==> src/rtl/reset_sequencer_if.sv <==
// rtl/reset_sequencer_if.sv - software request and sequenced reset fan-out bundle
interface reset_sequencer_if #(
  parameter int NUM_RESETS = 4
);
  logic                  sw_rst_req;
  logic [NUM_RESETS-1:0] rst_n_out;
  logic                  rst_done;
  logic                  last_cause;

  modport master (
    input  sw_rst_req,
    output rst_n_out,
    output rst_done,
    output last_cause
  );

  modport slave (
    output sw_rst_req,
    input  rst_n_out,
    input  rst_done,
    input  last_cause
  );
endinterface

==> src/rtl/reset_sequencer.sv <==
// rtl/reset_sequencer.sv - async-assert/sync-deassert reset controller with staged release
module reset_sequencer #(
  parameter int SYNC_STAGES = 2,
  parameter int NUM_RESETS  = 4,
  parameter int HOLD_CYCLES = 16,
  parameter int STEP_CYCLES = 8
) (
  input  logic                      clk,
  input  logic                      reset_n,
  reset_sequencer_if.master         bus
);

  localparam int MAX_CYCLES = (HOLD_CYCLES > STEP_CYCLES) ? HOLD_CYCLES : STEP_CYCLES;
  localparam int CNT_W      = $clog2(MAX_CYCLES + 1);
  localparam logic [CNT_W-1:0]      HOLD_LAST = CNT_W'(HOLD_CYCLES - 1);
  localparam logic [CNT_W-1:0]      STEP_LAST = CNT_W'(STEP_CYCLES - 1);
  localparam logic [NUM_RESETS-1:0] FIRST_BIT = NUM_RESETS'(1);
  localparam logic [NUM_RESETS-1:0] ALL_ONES  = '1;

  if (SYNC_STAGES < 2) begin : g_bad_sync
    $error("reset_sequencer: SYNC_STAGES must be >= 2");
  end
  if (NUM_RESETS < 1) begin : g_bad_num
    $error("reset_sequencer: NUM_RESETS must be >= 1");
  end
  if (HOLD_CYCLES < 1) begin : g_bad_hold
    $error("reset_sequencer: HOLD_CYCLES must be >= 1");
  end
  if (STEP_CYCLES < 1) begin : g_bad_step
    $error("reset_sequencer: STEP_CYCLES must be >= 1");
  end

  typedef enum logic [1:0] {
    HOLD    = 2'd0,
    RELEASE = 2'd1,
    RUN     = 2'd2
  } state_e;

  logic [SYNC_STAGES-1:0] sync_q;
  logic                   sync_n;

  state_e                 state_q, state_d;
  logic [CNT_W-1:0]       cnt_q, cnt_d;
  logic [NUM_RESETS-1:0]  rst_n_q, rst_n_d;
  logic                   done_q, done_d;
  logic                   cause_q, cause_d;

  // Deassertion ripples a constant 1 through the chain; assertion clears it at once.
  always_ff @(posedge clk or negedge reset_n) begin
    if (!reset_n) begin
      sync_q <= '0;
    end else begin
      sync_q <= {sync_q[SYNC_STAGES-2:0], 1'b1};
    end
  end

  assign sync_n = sync_q[SYNC_STAGES-1];

  always_ff @(posedge clk or negedge reset_n) begin
    if (!reset_n) begin
      state_q <= HOLD;
      cnt_q   <= '0;
      rst_n_q <= '0;
      done_q  <= 1'b0;
      cause_q <= 1'b0;
    end else begin
      state_q <= state_d;
      cnt_q   <= cnt_d;
      rst_n_q <= rst_n_d;
      done_q  <= done_d;
      cause_q <= cause_d;
    end
  end

  always_comb begin
    state_d = state_q;
    cnt_d   = cnt_q;
    rst_n_d = rst_n_q;
    done_d  = done_q;
    cause_d = cause_q;

    if (sync_n && bus.sw_rst_req) begin
      state_d = HOLD;
      cnt_d   = '0;
      rst_n_d = '0;
      done_d  = 1'b0;
      cause_d = 1'b1;
    end else if (sync_n) begin
      case (state_q)
        HOLD, RELEASE: begin
          if (cnt_q == ((state_q == HOLD) ? HOLD_LAST : STEP_LAST)) begin
            // Shifting in a 1 keeps the released bits contiguous from bit 0.
            rst_n_d = (rst_n_q << 1) | FIRST_BIT;
            cnt_d   = '0;
            if (rst_n_d == ALL_ONES) begin
              done_d  = 1'b1;
              state_d = RUN;
            end else begin
              state_d = RELEASE;
            end
          end else begin
            cnt_d = cnt_q + 1'b1;
          end
        end
        RUN: begin
          cnt_d = '0;
        end
        default: begin
          state_d = HOLD;
          cnt_d   = '0;
          rst_n_d = '0;
          done_d  = 1'b0;
        end
      endcase
    end
  end

  assign bus.rst_n_out  = rst_n_q;
  assign bus.rst_done   = done_q;
  assign bus.last_cause = cause_q;

endmodule
==> src/flat_wrapper.sv <==
// flat-port wrapper written by rule: the top's interface ports become plain ports
module reset_sequencer_flat 
#(
  parameter int SYNC_STAGES = 2,
  parameter int NUM_RESETS  = 4,
  parameter int HOLD_CYCLES = 16,
  parameter int STEP_CYCLES = 8
)
  (clk, reset_n, bus_sw_rst_req, bus_rst_n_out, bus_rst_done, bus_last_cause);
  reset_sequencer_if #(.NUM_RESETS(NUM_RESETS)) bus_i ();
  input  logic clk;
  input  logic reset_n;
  input wire logic [$bits(bus_i.sw_rst_req)-1:0] bus_sw_rst_req;
  output wire logic [$bits(bus_i.rst_n_out)-1:0] bus_rst_n_out;
  output wire logic [$bits(bus_i.rst_done)-1:0] bus_rst_done;
  output wire logic [$bits(bus_i.last_cause)-1:0] bus_last_cause;
  assign bus_i.sw_rst_req = bus_sw_rst_req;
  assign bus_rst_n_out = bus_i.rst_n_out;
  assign bus_rst_done = bus_i.rst_done;
  assign bus_last_cause = bus_i.last_cause;
  reset_sequencer #(.SYNC_STAGES(SYNC_STAGES), .NUM_RESETS(NUM_RESETS), .HOLD_CYCLES(HOLD_CYCLES), .STEP_CYCLES(STEP_CYCLES)) u_core (.clk(clk), .reset_n(reset_n), .bus(bus_i));
endmodule
==> config.mk <==
export PLATFORM = sky130hd
export DESIGN_NAME = reset_sequencer_flat
export DESIGN_NICKNAME = d
export VERILOG_FILES = /design/src/rtl/reset_sequencer_if.sv /design/src/rtl/reset_sequencer.sv /design/src/flat_wrapper.sv
export SDC_FILE = /design/constraint.sdc
export NUM_CORES = 1
export LEC_CHECK = 0
export CAP_MARGIN = 20
export CORE_MARGIN = 8
export CORE_UTILIZATION = 40
export CTS_CLUSTER_DIAMETER = 120
export DETAILED_ROUTE_END_ITERATION = 8
export SETUP_SLACK_MARGIN = 0.2
export SYNTH_ARGS = -nofsm -noshare
export SYNTH_HDL_FRONTEND = slang
export SYNTH_SLANG_ARGS = --single-unit
export TNS_END_PERCENT = 10
==> constraint.sdc <==
create_clock -name clk -period 2 [get_ports clk]
set_input_delay 0.5 -clock clk [delete_from_list [all_inputs] [get_ports clk]]
set_output_delay 0.5 -clock clk [all_outputs]
set_load 0.1 [all_outputs]
==> impl_metrics.yaml <==
clocking:
  cts_tree: "yes"
  cts_setup_buffers: 0
  cts_root_buf: "clkbuf_4"
  cts_sinks: 15
  clk_latency_ps: 280
  cts_max_level: 1
  hold_buffers: 0
  clkTransAtPathRegs_ps: 100
  clk_path_buf_depth: 2
  numCtsBuffers: 3
  cts_resized: 0
synthesis:
  ys_seq_elements: 15
  syn_inst: 66
  synth_edf_count: 0
  syn-num-nets: 70
  synth_cell_types: 25
  synth_ff_type: "dfrtp_1"
  synth_seq_area_share_pct: 53.76
  ys_top_cells_by_count: "15 x dfrtp_1, 10 x o21ai_0, 4 x a21oi_1, 4 x nand2_1, 4 x nand3_1"
  avgSynthCellArea_um2: 10.58
  synth_area_leader_cell: "dfrtp_1"
  synth-async-reset-ratio_pct: 100.0
  yosys.area.top_type_share_pct: 53.76
  synth-warning-count: 0
  netlist_top_cells_area: "dfrtp_1 54%, o21ai_0 7.2%, a22o_1 3.8%, and3_4 3.2%, a21oi_1 2.9%"
  yosysMostFrequentCell: "dfrtp_1"
  synth_area_um2: 698.2
power_and_ir_drop:
  p_per_area_nw_per_um2: 600.4
  leakagePower_uw: 0.0004051
  ir_drop_mv: 0.3133
  finalPower_uw: 539.4
global_routing:
  grt_pass1_vias: 539
  grt_pass1_wl_mm: 2.463
  grt_overflow: 0
  grt.total_usage_pct: 9.515
  grt_max_degree: 16
  antenna_found_initial: 0
layout:
  finish.utilization_pct: 53.19
  layout.nets: 84
  area_growth_syn_to_layout_pct: 28.67
  multiInputGateArea_um2: 311.5
  fin_area_um2: 898.4
  fill_cells: 146
  regArea_um2: 375.4
  diodes: 0
  drive_above_1_share_pct: 25.32
critical_path:
  crit_path_max_fanout: 5
  path_class: "flip-flop to flip-flop"
  crit_path_end_kind: "flip-flop"
  critPathLaunchType: "flip-flop"
  required_ps: 2180
  r2r_slack_ps: 410
  arrival_ps: 1770
status:
  status: "complete, no violations"
routing:
  wl_per_cell_um: 14.73
  drt-vias-per-instance: 5.750
  drt_iter0_drc: 16
  dr_total_vias: 552
  drt_wl_total_mm: 1.414
  drc_errors: 0
  ant_nets: 0
  first_pass_iters: 4
die:
  die_w_um: 57.78
  coreArea_um2: 1689
  initial_core_util_pct: 41.33
  ios: 9
  die_area_um2: 3339
  rows: 15
  die_y_um: 57.78
place:
  place_area_um2: 870.8
  io_buffers: 8
  place_congestion: 0.8088
sta:
  finalHoldViolations: 0
  period_share_pct: 79.48
  setup_viol: 0
  skew_ps: 4.810
  rsz0062_at_grt: "no"
  setup_tns_ps: 0
  max_freq_mhz: 629.1
  hold_slack_ps: 359.2
  post-route-min-period_ps: 1590
  slew_violations: 0
min_path:
  min_path_type: "flip-flop to flip-flop"
run:
  maxCapViolations: 0
cell usage in the layout (no fill, tap or decap), types with 3 or more instances in the layout:
master / synthesis / layout
a21oi_1: 4 / 4
a22o_1: 3 / 3
buf_12: 0 / 6
clkbuf_4: 0 / 3
dfrtp_1: 15 / 15
nand2_1: 4 / 4
nand3_1: 4 / 4
nor2_1: 3 / 3
o21ai_0: 10 / 10
power by group:
group | internal (uW) | switching, uW
registers | 312 | 10.3
clock network | 74.2 | 101
logic | 18.0 | 23.9
through the flow:
step,setup slack [ps],cells
2_1_floorplan,513.8,66
3_3_place_gp,199.9,92
3_5_place_dp,191.5,92
4_1_cts,411.8,96
5_1_grt,330.9,96
6_report,410.4,96
area by class of cell:
class                           instances  area share [%]
Sequential cell                        15           41.78
Timing Repair Buffer                   10           17.27
Clock buffer                            3           2.507
Inverter                                2          0.8357
Tap cell                               17           2.368
Clock inverter                          1          0.5571
Multi-Input combinational cell         48           34.68
worst paths after layout:
kind | start | to | depth (start not counted)
max | u_core.cnt_q[0]$_DFFE_PN0N_ | u_core.bus.rst_n_out[1]$_DFFE_PN0P_ | 5
min | u_core.sync_q[0]$_DFF_PN0_ | u_core.sync_q[1]$_DFF_PN0_ | 0
max reg2reg | u_core.cnt_q[0]$_DFFE_PN0N_ | u_core.bus.rst_n_out[1]$_DFFE_PN0P_ | 5
min reg2reg | u_core.sync_q[0]$_DFF_PN0_ | u_core.sync_q[1]$_DFF_PN0_ | 0
max in group asynchronous | reset_n | u_core.cnt_q[1]$_DFFE_PN0N_ | 2
min in group asynchronous | reset_n | u_core.cnt_q[3]$_DFFE_PN0N_ | 2
layer usage:
metal	part of all wire (%)	vias to the layer above	wire [um]	track usage (%)
met5	0	-	0	0
met4	0.85	0	12	5.245
met3	3.0	2	42	2.208
met2	44	8	623	13.50
met1	52	269	736	12.89
li1	-	273	-	-
state kept, by name, indices dropped and copies added (netlist names):
| name | cells |
|---|---|
| u_core.sync_q | 2 |
| u_core.bus.rst_done | 1 |
| u_core.bus.rst_n_out | 4 |
| u_core.bus.last_cause | 1 |
| u_core.cnt_q | 5 |
| u_core.state_q | 2 |
cells by family (layout without fill, tap and decap cells):
group	after synthesis	after routing	synth area share [%]
AO/OA/AOI/OAI	24	24	21.86
adder cells (fa/ha/maj)	1	1	1.792
buffers and inverters	3	16	1.613
flip-flops	15	15	53.76
multiplexers	1	1	1.613
other	1	1	0.5371
AND/OR/NAND/NOR	21	21	18.82
critical path, stage by stage, from the launching register on:
cell and delay [ps]:
dfrtp_1 410, ha_1 260, and3b_1 240, and3_4 190, and3_4 170, a22o_1 220
(Power assumes the default switching activity.)
